File: config.mk
export PLATFORM = sky130hd
export DESIGN_NAME = mmio_responder
export DESIGN_NICKNAME = d
export VERILOG_FILES = /design/src/rtl/mmio_responder_pkg.sv /design/src/rtl/mmio_responder_tx_fifo.sv /design/src/rtl/mmio_responder.sv
export SDC_FILE = /design/constraint.sdc
export NUM_CORES = 1
export LEC_CHECK = 0
export ABC_AREA = 0
export CORE_UTILIZATION = 40
export CTS_CLUSTER_DIAMETER = 40
export CTS_CLUSTER_SIZE = 8
export DETAILED_ROUTE_END_ITERATION = 7
export GPL_TIMING_DRIVEN = 1
export PLACE_DENSITY = 0.59
export SYNTH_ARGS = -nofsm -noshare
export SYNTH_HDL_FRONTEND = slang
export SYNTH_HIERARCHICAL = 1
export SYNTH_SLANG_ARGS = --single-unit
File: constraint.sdc
create_clock -name clk -period 4.1 [get_ports clk]
set_input_delay 0.41 -clock clk [delete_from_list [all_inputs] [get_ports clk]]
set_output_delay 0.41 -clock clk [all_outputs]
set_load 0.02 [all_outputs]
File: src/rtl/mmio_responder_pkg.sv
// rtl/mmio_responder_pkg.sv - MMIO register offsets, store/load size encodings and load extension helper
package mmio_responder_pkg;

   // Register offsets within the 256-byte window (word aligned)
   localparam logic [7:0] MMIO_STATUS = 8'h00;
   localparam logic [7:0] MMIO_RXDATA = 8'h04;
   localparam logic [7:0] MMIO_TXDATA = 8'h08;
   localparam logic [7:0] MMIO_CYCLE  = 8'h10;
   localparam logic [7:0] MMIO_INSTR  = 8'h14;
   localparam logic [7:0] MMIO_CNTCLR = 8'h18;
   localparam logic [7:0] MMIO_TXDROP = 8'h1C;

   // Store sizes as issued by the pipeline controller
   localparam logic [1:0] ST_SIZE_B = 2'd0;
   localparam logic [1:0] ST_SIZE_H = 2'd1;
   localparam logic [1:0] ST_SIZE_W = 2'd2;

   // Load function codes (funct3 of the load instruction)
   typedef enum logic [2:0] {
      FNC_LB  = 3'b000,
      FNC_LH  = 3'b001,
      FNC_LW  = 3'b010,
      FNC_LBU = 3'b100,
      FNC_LHU = 3'b101
   } ld_fnc_e;

   // Select the addressed byte/half of a register word and extend it; unknown codes act as LW
   function automatic logic [31:0] load_extend(input logic [31:0] word,
                                               input logic [1:0]  boff,
                                               input logic [2:0]  fnc);
      logic [7:0]  b;
      logic [15:0] h;
      b = 8'(word >> {boff, 3'b000});
      h = boff[1] ? word[31:16] : word[15:0];
      case (fnc)
         FNC_LB:  return {{24{b[7]}}, b};
         FNC_LH:  return {{16{h[15]}}, h};
         FNC_LBU: return {24'd0, b};
         FNC_LHU: return {16'd0, h};
         default: return word;
      endcase
   endfunction

endpackage

File: src/rtl/mmio_responder_tx_fifo.sv
// rtl/mmio_responder_tx_fifo.sv - TX byte FIFO toward the UART (module mmio_tx_fifo)
module mmio_tx_fifo #(
   parameter int TX_DEPTH = 4,
   parameter int TX_AW    = 2
) (
   input  logic       clk,
   input  logic       reset_n,
   input  logic       push,
   input  logic [7:0] push_data,
   input  logic       pop,
   output logic       full,
   output logic       empty,
   output logic [7:0] head_data
);
   localparam int CW = TX_AW + 1;

   logic [7:0]       mem_q [TX_DEPTH];
   logic [7:0]       mem_d [TX_DEPTH];
   logic [TX_AW-1:0] wr_ptr_q, wr_ptr_d, rd_ptr_q, rd_ptr_d;
   logic [TX_AW:0]   count_q, count_d;
   logic             do_push, do_pop;

   // Depth is a power of two, so the count reaches TX_DEPTH exactly when its top bit sets
   assign empty     = (count_q == '0);
   assign full      = count_q[TX_AW];
   assign do_pop    = pop && !empty;
   // A full FIFO still takes a push when the head leaves in the same cycle
   assign do_push   = push && (!full || do_pop);
   assign head_data = empty ? 8'h00 : mem_q[rd_ptr_q];

   // Next-state for storage, pointers and occupancy
   always_comb begin
      mem_d    = mem_q;
      wr_ptr_d = wr_ptr_q;
      rd_ptr_d = rd_ptr_q;
      count_d  = count_q;
      if (do_push) begin
         mem_d[wr_ptr_q] = push_data;
         wr_ptr_d        = wr_ptr_q + TX_AW'(1);
      end
      if (do_pop) begin
         rd_ptr_d = rd_ptr_q + TX_AW'(1);
      end
      case ({do_push, do_pop})
         2'b10:   count_d = count_q + CW'(1);
         2'b01:   count_d = count_q - CW'(1);
         default: count_d = count_q;
      endcase
   end

   // State registers; reset discards all queued bytes
   always_ff @(posedge clk or negedge reset_n) begin
      if (!reset_n) begin
         for (int i = 0; i < TX_DEPTH; i++) mem_q[i] <= 8'h00;
         wr_ptr_q <= '0;
         rd_ptr_q <= '0;
         count_q  <= '0;
      end else begin
         mem_q    <= mem_d;
         wr_ptr_q <= wr_ptr_d;
         rd_ptr_q <= rd_ptr_d;
         count_q  <= count_d;
      end
   end

endmodule

File: src/rtl/mmio_responder.sv
// rtl/mmio_responder.sv - MMIO window responder: registers, TX FIFO, RX handoff, counters (option MMIO_TX_DROP_CNT_EN)
module mmio_responder
   import mmio_responder_pkg::*;
#(
   parameter logic [31:0] MMIO_BASE = 32'h8000_0000,
   parameter int          TX_DEPTH  = 4,
   parameter int          TX_AW     = 2
) (
   input  logic        clk,
   input  logic        reset_n,
   input  logic        req_valid,
   input  logic        req_we,
   input  logic [31:0] req_addr,
   input  logic [31:0] req_wdata,
   input  logic [1:0]  req_st_size,
   input  logic [2:0]  req_ld_size,
   input  logic        inst_retired,
   output logic        rsp_valid,
   output logic        rsp_hit,
   output logic [31:0] rsp_rdata,
   output logic        tx_valid,
   output logic [7:0]  tx_data,
   input  logic        tx_ready,
   input  logic        rx_valid,
   input  logic [7:0]  rx_data,
   output logic        rx_ready
);
   logic        acc_hit, ld_hit, st_hit;
   logic [7:0]  reg_off;
   logic        tx_push, tx_pop, cnt_clr;
   logic        fifo_full, fifo_empty;
   logic [7:0]  fifo_head;
   logic [31:0] rd_word;
   logic        rsp_valid_q, rsp_valid_d;
   logic [31:0] rsp_rdata_q, rsp_rdata_d;
   logic        rx_ready_q, rx_ready_d;
   logic [31:0] cycle_q, cycle_d, instr_q, instr_d;
   logic        unused_inputs;

   // Store size never matters here: TXDATA takes the low byte, CNTCLR any access
   assign unused_inputs = ^{req_wdata[31:8], req_st_size};

   // Registers are decoded per word; addr[1:0] only picks the byte/half lane
   assign acc_hit = req_valid && (req_addr[31:8] == MMIO_BASE[31:8]);
   assign ld_hit  = acc_hit && !req_we;
   assign st_hit  = acc_hit && req_we;
   assign reg_off = {req_addr[7:2], 2'b00};
   assign tx_push = st_hit && (reg_off == MMIO_TXDATA);
   assign cnt_clr = st_hit && (reg_off == MMIO_CNTCLR);
   assign tx_pop  = !fifo_empty && tx_ready;

   mmio_tx_fifo #(
      .TX_DEPTH (TX_DEPTH),
      .TX_AW    (TX_AW)
   ) u_tx_fifo (
      .clk       (clk),
      .reset_n   (reset_n),
      .push      (tx_push),
      .push_data (req_wdata[7:0]),
      .pop       (tx_pop),
      .full      (fifo_full),
      .empty     (fifo_empty),
      .head_data (fifo_head)
   );

   assign tx_valid  = !fifo_empty;
   assign tx_data   = fifo_head;
   assign rsp_valid = rsp_valid_q;
   assign rsp_hit   = rsp_valid_q;
   assign rsp_rdata = rsp_rdata_q;
   assign rx_ready  = rx_ready_q;

`ifdef MMIO_TX_DROP_CNT_EN
   logic [31:0] drop_q, drop_d;

   // Count pushes lost to a full FIFO, saturating; cleared with the other counters
   always_comb begin
      drop_d = drop_q;
      if (cnt_clr) begin
         drop_d = '0;
      end else if (tx_push && fifo_full && !tx_pop && (drop_q != 32'hFFFF_FFFF)) begin
         drop_d = drop_q + 32'd1;
      end
   end

   // Drop counter register
   always_ff @(posedge clk or negedge reset_n) begin
      if (!reset_n) drop_q <= '0;
      else          drop_q <= drop_d;
   end
`endif

   // Read mux: value of the addressed register as seen at the load edge
   always_comb begin
      rd_word = '0;
      case (reg_off)
         MMIO_STATUS: rd_word = {30'd0, rx_valid, !fifo_full};
         MMIO_RXDATA: rd_word = rx_valid ? {24'd0, rx_data} : 32'd0;
         MMIO_CYCLE:  rd_word = cycle_q;
         MMIO_INSTR:  rd_word = instr_q;
`ifdef MMIO_TX_DROP_CNT_EN
         MMIO_TXDROP: rd_word = drop_q;
`endif
         default:     rd_word = '0;
      endcase
   end

   // Response, RX pop pulse and counter next-state; a clear beats the increment
   always_comb begin
      rsp_valid_d = ld_hit;
      rsp_rdata_d = ld_hit ? load_extend(rd_word, req_addr[1:0], req_ld_size) : 32'd0;
      rx_ready_d  = ld_hit && (reg_off == MMIO_RXDATA) && rx_valid;
      cycle_d     = cnt_clr ? 32'd0 : cycle_q + 32'd1;
      instr_d     = cnt_clr ? 32'd0 : instr_q + {31'd0, inst_retired};
   end

   // Response and counter registers; reset drops any in-flight response
   always_ff @(posedge clk or negedge reset_n) begin
      if (!reset_n) begin
         rsp_valid_q <= 1'b0;
         rsp_rdata_q <= '0;
         rx_ready_q  <= 1'b0;
         cycle_q     <= '0;
         instr_q     <= '0;
      end else begin
         rsp_valid_q <= rsp_valid_d;
         rsp_rdata_q <= rsp_rdata_d;
         rx_ready_q  <= rx_ready_d;
         cycle_q     <= cycle_d;
         instr_q     <= instr_d;
      end
   end

endmodule

# --- Yosys cells after proc, flatten, opt, wreduce, memory -nomap -nowiden ---
# Cells that the tools add are included.
word_totals:
  register_bits: 137
  in_bits: 84
  output_inout_bits: 44
  word_cells: 69
classes:
  n_addsub: 6
  order_cmp: 3
  n_eq_ne: 11
  n_shift: 1
  n_mux: 15
  n_bitwise: 2
  n_reduce_logical: 19
ops:
  columns: ["operator", "n"]
  rows:
  - ["case mux 32 bit (4 select lines)", 2]
  - ["two-way mux 32 bit", 3]
  - ["two-way mux 8 bit", 5]
  - ["adder 32 x 1 -> 32 bit", 1]
  - ["adder 32 x 1 -> 32 bit (second input constant)", 1]
  - ["bitwise mux 32 bit", 1]
  - ["right shift 32 x 5 -> 8 bit", 1]
  - ["== test 24 bit (second input constant)", 1]
  - ["== test 6 x 3 -> 1 bit (second input constant)", 3]
  - ["binary-select mux 8 bit (select 2 bit)", 1]
  - ["demux 8 bit (select 2 bit)", 1]
  - ["two-way mux 16 bit", 1]
  - ["logical AND 1 bit", 11]
  - ["logical NOT 8 bit", 1]
  - ["== test 3 bit (second input constant)", 2]
  - ["== test 6 x 1 -> 1 bit (second input constant)", 1]
  - ["== test 6 x 2 -> 1 bit (second input constant)", 1]
  - [">= comparator 3 bit (second input constant)", 2]
  - ["logical NOT 3 bit", 2]
  - ["NOT 2 -> 3 bit", 2]
  - ["case mux 3 bit (2 select lines)", 1]
  - ["adder 2 x 1 -> 2 bit (second input constant)", 2]
  - ["adder 3 x 1 -> 3 bit (second input constant)", 1]
  - ["== test 3 x 1 -> 1 bit (second input constant)", 1]
  - ["7 further kinds", 9]

# --- Logic depth before layout (Yosys ltp) ---
# Gate-level depths: netlist (run 1).
logic_depth:
  depth_word: 8
  mapped_depth: 13
  mapped_depth_nobuf: 11

# --- By module ---
# Netlist (run 1), hierarchy kept.
modules_own_cells:
  columns: ["mod", "n_inst", "cells_each", "area_per_inst_um2", "seq_area_each_um2"]
  rows:
  - ["mmio_responder", 1, 578, 5455.2, 2452.4]
  - ["mmio_tx_fifo", 1, 122, 1895.6, 975.9]

# --- Least setup slack after synthesis (run 1) ---
# No wires, ideal clock.
synth_timing:
  kind: "in2reg"
  startpoint: "in req_addr[10]"
  endpoint: "reg u_tx_fifo.count_q[2]"
  setup_ps: 128
  arrival_ps: 2479
  required_time_ps: 3972
  setup_slack_ps: 1493
  cell_stages: 11
  path_buffers: 1
  path_cell_list: "or4_1 -> nor4_1 -> nor2b_1 -> buf_2 -> o21ai_2 -> ha_1 -> inv_1 -> fa_1 -> xor2_1 -> nor2_1 -> xnor2_1"
synth_via:
  elab_chain_cells: 7
  word_cells_on_any_way: 9
synth_lines:
  columns: ["element", "line_no", "source"]
  rows:
  - ["from (decl)", "mmio_responder.sv:13", "input logic [31:0] req_addr,"]
  - ["== test 24 bit (*)", "mmio_responder.sv:44", "assign acc_hit = req_valid && (req_addr[31:8] == MMIO_BASE[31:8]);"]
  - ["logical AND 1 bit (*)", "mmio_responder.sv:44", null]
  - ["logical AND 1 bit (*)", "mmio_responder.sv:46", "assign st_hit = acc_hit && req_we;"]
  - ["logical AND 1 bit (*)", "mmio_responder.sv:48", "assign tx_push = st_hit && (reg_off == MMIO_TXDATA);"]
  - ["named net tx_push", "mmio_responder.sv:30", "logic tx_push, tx_pop, cnt_clr;"]
  - ["logical AND 1 bit (*)", "mmio_responder_tx_fifo.sv:28", "assign do_push = push && (!full || do_pop);"]
  - ["== test 2 x 1 -> 1 bit / == test 2 bit (equally long branches)", "mmio_responder_tx_fifo.sv:44", "case ({do_push, do_pop})"]
  - ["case mux 3 bit (2 select lines) / nonzero test 2 bit (equally long branches)", null, null]
  - ["to (signal assigned)", "mmio_responder_tx_fifo.sv:62", "count_q <= count_d;"]
  - ["to (decl)", "mmio_responder_tx_fifo.sv:20", "logic [TX_AW:0] count_q, count_d;"]
# The timed path passes the listed nets; every way through them passes the cells marked *.
# A chain may end at the register's enable or synchronous reset.

# --- Final worst setup path (run 1) ---
layout_timing:
  startpoint: "reg u_tx_fifo.rd_ptr_q[0]"
  endpoint: "out tx_data[5]"
layout_via:
  elab_chain_cells: 5
layout_lines:
  columns: ["element", "line_no", "source"]
  rows:
  - ["from (decl)", "mmio_responder_tx_fifo.sv:19", "logic [TX_AW-1:0] wr_ptr_q, wr_ptr_d, rd_ptr_q, rd_ptr_d;"]
  - ["from (signal assigned)", "mmio_responder_tx_fifo.sv:61", "rd_ptr_q <= rd_ptr_d;"]
  - ["NOT 2 -> 3 bit (not written as such)", "mmio_responder_tx_fifo.sv:29", "assign head_data = empty ? 8'h00 : mem_q[rd_ptr_q];"]
  - ["binary-select mux 8 bit (select 2 bit)", "mmio_responder_tx_fifo.sv:29", null]
  - ["two-way mux 8 bit (not written as such) (2 in series)", "mmio_responder_tx_fifo.sv:29", null]
  - ["two-way mux 8 bit", "mmio_responder_tx_fifo.sv:29", null]
  - ["to (decl)", "mmio_responder.sv:22", "output logic [7:0] tx_data,"]
# Every way passes these cells. The select of a mux whose other input is x is not followed.

==> results_dict.tcl, run 1 <==
set metrics [dict create \
    swShare_pct 28.8 \
    wirelength_um 19200 \
    drv_cap 0 \
    cts_tree "built" \
    die_h_um 138 \
    setup_ws_ps 1200 \
    antenna_found_initial 0 \
    clk_transition_reported_paths_ps 60 \
    cp_max_fo 10 \
    first_iter_violations 430 \
    holdCritPathClass "in -> async" \
    crit_arrival_ps 2490 \
    grt_use_total_pct 21.9 \
    r2r-end "u_tx_fifo/count_q[2]" \
    cts.htree.levels 4 \
    vias 5665 \
    period_minus_slack_ps 2900 \
    clock_latency_ps 430 \
    p_sw_mw 0.977 \
    routedWlPerCell_um 18.6 \
    postCtsHoldBufs 0 \
    dieWidth_um 138 \
    syn2layout_area_growth_pct 24.0 \
    hold_violations 0 \
    drv_slew 0 \
    layout_commonest_cell "dfrtp_1" \
    slowest_delay_ps 770 \
    core_area_um2 18000 \
    initial_core_util_pct 40.9 \
    synth_top_family_by_area "simple AND/OR/NAND/NOR gates" \
    yosys-top-cells-area "dfrtp_1 47%, mux2_2 8.6%, xnor2_1 5.2%, nor2_1 4.6%, mux4_2 3.4%" \
    fmax_mhz 344 \
    pre_cts_slack_ps 873 \
    die-area_um2 18900 \
    timing.rr.start "u_tx_fifo/count_q[0]" \
    end_kind "output pin" \
    postLayoutCoreUtil_pct 50.8 \
    cts_root_buf "clkbuf_16" \
    reg2reg_depth 11 \
    tightest_slew_ps 1040 \
    status "finished, final reports clean" \
    synth_edf_count 0 \
    yosys.area_share.xor_xnor_pct 7.51 \
    dpl.hpwl_um 14200 \
    cp-start-kind "register" \
    synth_cell_types 59 \
    io_pins 128 \
    yosys.area_share.simple_pct 18.8 \
    crit_required_ps 3690 \
    grt_max_degree 81 \
    yosys.area.top_type_share_pct 46.6 \
    ys_async_sr_fraction_pct 100 \
    slowest_stage "dfrtp_1" \
    cts_setup_buffers 0 \
    drive_above_1_share_pct 15.9 \
    critPathKind "reg -> out" \
    gp_congestion 0.903 \
    numCtsBuffers 17 \
    num_rows 49 \
    grt_pass1_vias 5474 \
    power_mw 3.39 \
    seqPwrFrac_pct 44.6 \
    seq_area_frac_synth_pct 46.6 \
    layout_common_cells "137 x dfrtp_1, 99 x clkdlybuf4s50_1, 90 x nor2_1" \
    peakVddDrop_mv 0.285 \
    synth_compound_area_share_pct 8.12 \
    avgSynthCellArea_um2 10.5 \
    setup_violations 0 \
    port_buffers 101 \
    ys_ff_latch 137 \
    drc 0 \
    drt-vias-per-instance 5.49 \
    path_cells "mux4_2, and2_1, clkdlybuf4s50_1" \
    synth_ff_type "dfrtp_1" \
    internal-power_mw 2.41 \
    ant_nets 0 \
    grt_first_pass_wirelength_um 30600 \
    syn_area_um2 7350 \
    clkPwrFrac_pct 42.6 \
    yosys_warnings 6 \
    rsz0062_at_grt "no" \
    r2r_setup_slack_ps 1400 \
    slew_headroom_pct 30.3 \
    yosys.area.top_type "dfrtp_1" \
    clock-sinks 137 \
    synth_mux_area_share_pct 13.8 \
    drt_first_pass_iters 6 \
    fin_skew_ps 10.1 \
    combPwrFrac_pct 12.8 \
    diodes 0 \
    netlist_instances 700 \
    p_leak_nw 3.85 \
    cts_resized 0 \
    clock_path_buffers 2 \
    nets 883 \
    power_density_nw_per_um2 372 \
    syn_nets 793 \
    gr-total-overflow 0 \
    synth_fa_ha_area_share_pct 1.63 \
    tns_ps 0 \
    finalCritPeriodShare_pct 70.8 \
]
[cells by family after synthesis]
logic type | after synthesis
compound gates | 78
mux | 80
xor+xnor | 63
simple gates | 270
buf+inv | 63
fa+ha+maj | 9
flops | 137
[synth_stat cells, types with 10 or more instances]
master / n
and2_1: 15
nor2_1: 90
a22oi_1: 10
nor4_1: 16
dfrtp_1: 137
xor2_1: 19
buf_1: 11
buf_2: 10
clkbuf_1: 17
nor3_1: 16
nand4_1: 14
a221oi_1: 12
mux2_2: 56
xnor2_1: 44
inv_1: 20
nand3_1: 38
mux2i_1: 11
nand2_1: 34
a21oi_1: 21
mux4_2: 11
[per-stage QoR]
| step | area (um^2) | cells | hold WS (ps) |
|---|---|---|---|
| after floorplan | 7350 | 700 | 114 |
| after global placement | 8560 | 1000 | 469 |
| after detailed placement | 8560 | 1000 | 479 |
| after CTS | 9120 | 1032 | 42.2 |
| after global routing | 9120 | 1032 | 66.8 |
| final | 9120 | 1032 | 8.69 |
[layout make-up]
type	count	area, um^2
Inverter	22	82.6
Timing Repair Buffer	112	1090
Fill cell	1584	8850
Clock inverter	15	134
Clock buffer	17	425
Tap cell	229	287
Sequential cell	137	3430
Multi-Input combinational cell	500	3670
[worst max-delay path: cells and delay by family, from the launching register on]
kind	cells	cell delay, ps
and+or+nand+nor	1	170
buffers and inverters	1	540
DFF	1	770
muxes	1	570
[power by group through the flow]
| stage | combinational [mW] | sequential, mW | clock (mW) |
|---|---|---|---|
| 5_1_grt | 0.482 | 1.53 | 1.55 |
| 2_1_floorplan | 0.319 | 1.48 | 0 |
| 4_1_cts | 0.440 | 1.52 | 1.48 |
| 3_5_place_dp | 0.435 | 1.54 | 0 |
| 6_report | 0.434 | 1.51 | 1.44 |
| 3_3_place_gp | 0.422 | 1.54 | 0 |
[worst max-delay path by stage]
| stage | from | end | slack [ps] | depth (start not counted) |
|---|---|---|---|---|
| 5_1_grt | u_tx_fifo/rd_ptr_q[0] | tx_data[3] | 1060 | 3 |
| 2_1_floorplan | req_addr[10] | u_tx_fifo/count_q[2] | 1490 | 11 |
| 4_1_cts | u_tx_fifo/rd_ptr_q[0] | tx_data[5] | 1130 | 3 |
| 3_5_place_dp | req_addr[10] | u_tx_fifo/count_q[2] | 870 | 12 |
| 6_report | u_tx_fifo/rd_ptr_q[0] | tx_data[5] | 1200 | 3 |
| 3_3_place_gp | req_addr[10] | u_tx_fifo/count_q[2] | 910 | 12 |
[per-layer routing]
layer | share of wire, % | GRT usage [%]
met1 | 48 | 31.1
met2 | 45 | 32.3
met3 | 5.0 | 5.52
met4 | 2.2 | 7.39
met5 | 0 | 0
[registers in the layout, indices dropped and copies added, names as in the netlist]
| signal | flops |
|---|---|
| u_tx_fifo/count_q | 3 |
| u_tx_fifo/wr_ptr_q | 2 |
| rsp_rdata | 32 |
| u_tx_fifo/mem_q | 32 |
| instr_q | 32 |
| u_tx_fifo/rd_ptr_q | 2 |
| rsp_hit | 1 |
| rx_ready | 1 |
| cycle_q | 32 |
(Power assumes the default switching activity.)
==> run 2, diff against run 1 <==
Clock period 4.1 ns to 3 ns, I/O delays scaled along.
==> run 2 against run 1 <==
Effect of this change: critical path type unchanged; critical path depth did not move; wire length rose by 1.2%; clock skew rose by 6.1 ps; die area did not move; clock power rose by 47%; combinational power rose by 40%; hold slack improved by 310 ps.
==> results_dict.tcl, run 2 (same netlist as run 1, synthesis figures left out) <==
set metrics [dict create \
    drt_first_pass_iters 6 \
    dpl.hpwl_um 14600 \
    nets 896 \
    met2_length_um 9110 \
    grt_use_total_pct 21.8 \
    slew_headroom_pct 30.7 \
    nFillCells 1603 \
    crit_required_ps 2700 \
    postCtsHoldBufs 1 \
    cts_root_buf "clkbuf_16" \
    cts_tree "built" \
    cts_resized 0 \
    port_buffers 101 \
    grt_pass1_vias 5544 \
    rsz0062_at_grt "no" \
    die-area_um2 18900 \
    p_leak_nw 3.96 \
    seq_area_um2 3430 \
    holdCritPathClass "in -> reg" \
    drt-vias-per-instance 5.46 \
    clk_transition_reported_paths_ps 60 \
    cts_setup_buffers 0 \
    power_density_nw_per_um2 515 \
    cp-start-kind "register" \
    setup_violations 0 \
    hold_violations 0 \
    die_h_um 138 \
    drc 0 \
    grt_max_degree 73 \
    tightest_slew_ps 1030 \
    drv_slew 0 \
    end_kind "output pin" \
    wirelength_um 19400 \
    fmax_mhz 365 \
    io_pins 128 \
    core_area_um2 18000 \
    vias 5710 \
    layout_commonest_cell "dfrtp_1" \
    layout_common_cells "137 x dfrtp_1, 99 x clkdlybuf4s50_1, 90 x nor2_1" \
    topRoutingLayerUsed "met4" \
    numCtsBuffers 17 \
    critPathKind "reg -> out" \
    gp_congestion 0.871 \
    clock_path_buffers 2 \
    period_minus_slack_ps 2740 \
    pre_cts_slack_ps 24.8 \
    clock_latency_ps 420 \
    grt_first_pass_wirelength_um 30800 \
    clock-sinks 137 \
    dieWidth_um 138 \
    multi_input_area_um2 3670 \
    wl_met3_um 880 \
    tns_ps 0 \
    peakVddDrop_mv 0.405 \
    setup_ws_ps 263 \
    finalCritPeriodShare_pct 91.2 \
    drive_above_1_share_pct 17.2 \
    whs_ps 322 \
    cts.htree.levels 4 \
    num_rows 49 \
    syn2layout_area_growth_pct 26.5 \
    crit_arrival_ps 2440 \
    cp_max_fo 10 \
    first_iter_violations 306 \
    diodes 0 \
    status "finished, final reports clean" \
    drv_cap 0 \
    drt-met1-wl_um 9190 \
    fin_skew_ps 16.2 \
    gr-total-overflow 0 \
    initial_core_util_pct 40.9 \
    routedWlPerCell_um 18.6 \
    antenna_found_initial 0 \
    ant_nets 0 \
]
-- run 2: cell count changes in the layout (fill, tap and decap cells not counted) --
cell           change
clkbuf_8           +1
clkinvlp_4         -3
buf_4              +9
bufinv_16          +2
inv_8              -2
clkinv_4           +1
buf_12             +3
dlygate4sd3_1      +1
clkinv_2           +1
-- run 2: per-layer routing --
| layer | global-route usage [%] | vias up |
|---|---|---|
| met5 | 0 | - |
| met4 | 6.47 | 0 |
| met3 | 4.19 | 16 |
| met2 | 33.5 | 141 |
| met1 | 31.2 | 2830 |
| li1 | - | 2723 |
-- run 2: worst max-delay path, stage by stage (launching register included) --
cell and delay [ps]:
dfrtp_1 730, mux4_2 570, and2_1 190, clkdlybuf4s50_1 530
-- run 2: per-stage QoR --
step	util, %	instances	total power, mW	cell area [um^2]
floorplan	-	700	2.45	7350
detailed placement	48.4	1012	2.71	8690
global placement	48.4	1012	2.69	8690
finish	51.8	1045	4.79	9300
global route	51.8	1045	5.00	9300
CTS	51.8	1045	4.85	9300
-- run 2: cell type report --
class                           instances  area share, %
Clock buffer                           18           4.72
Clock inverter                         14           1.75
Inverter                               22          0.888
Multi-Input combinational cell        500           39.5
Sequential cell                       137           36.9
Tap cell                              229           3.08
Timing Repair Buffer                  125           13.2
-- run 2: report_power, final --
group | switching, mW | internal (mW)
clock | 0.843 | 1.27
sequential | 0.139 | 1.93
combinational | 0.310 | 0.297
-- run 2: final timing paths --
path | from | endpoint | slack, ps | depth (start not counted)
worst max register to register | cycle_q[15] | rsp_rdata[21] | 500 | 5
max in group asynchronous | reset_n | cycle_q[6] | 1800 | 3
worst max-delay path | u_tx_fifo/rd_ptr_q[0] | tx_data[5] | 260 | 3
min in group asynchronous | reset_n | rsp_rdata[24] | 470 | 2
worst min-delay path | req_addr[2] | rsp_rdata[0] | 320 | 3
worst min register to register | u_tx_fifo/count_q[0] | u_tx_fifo/count_q[0] | 480 | 1
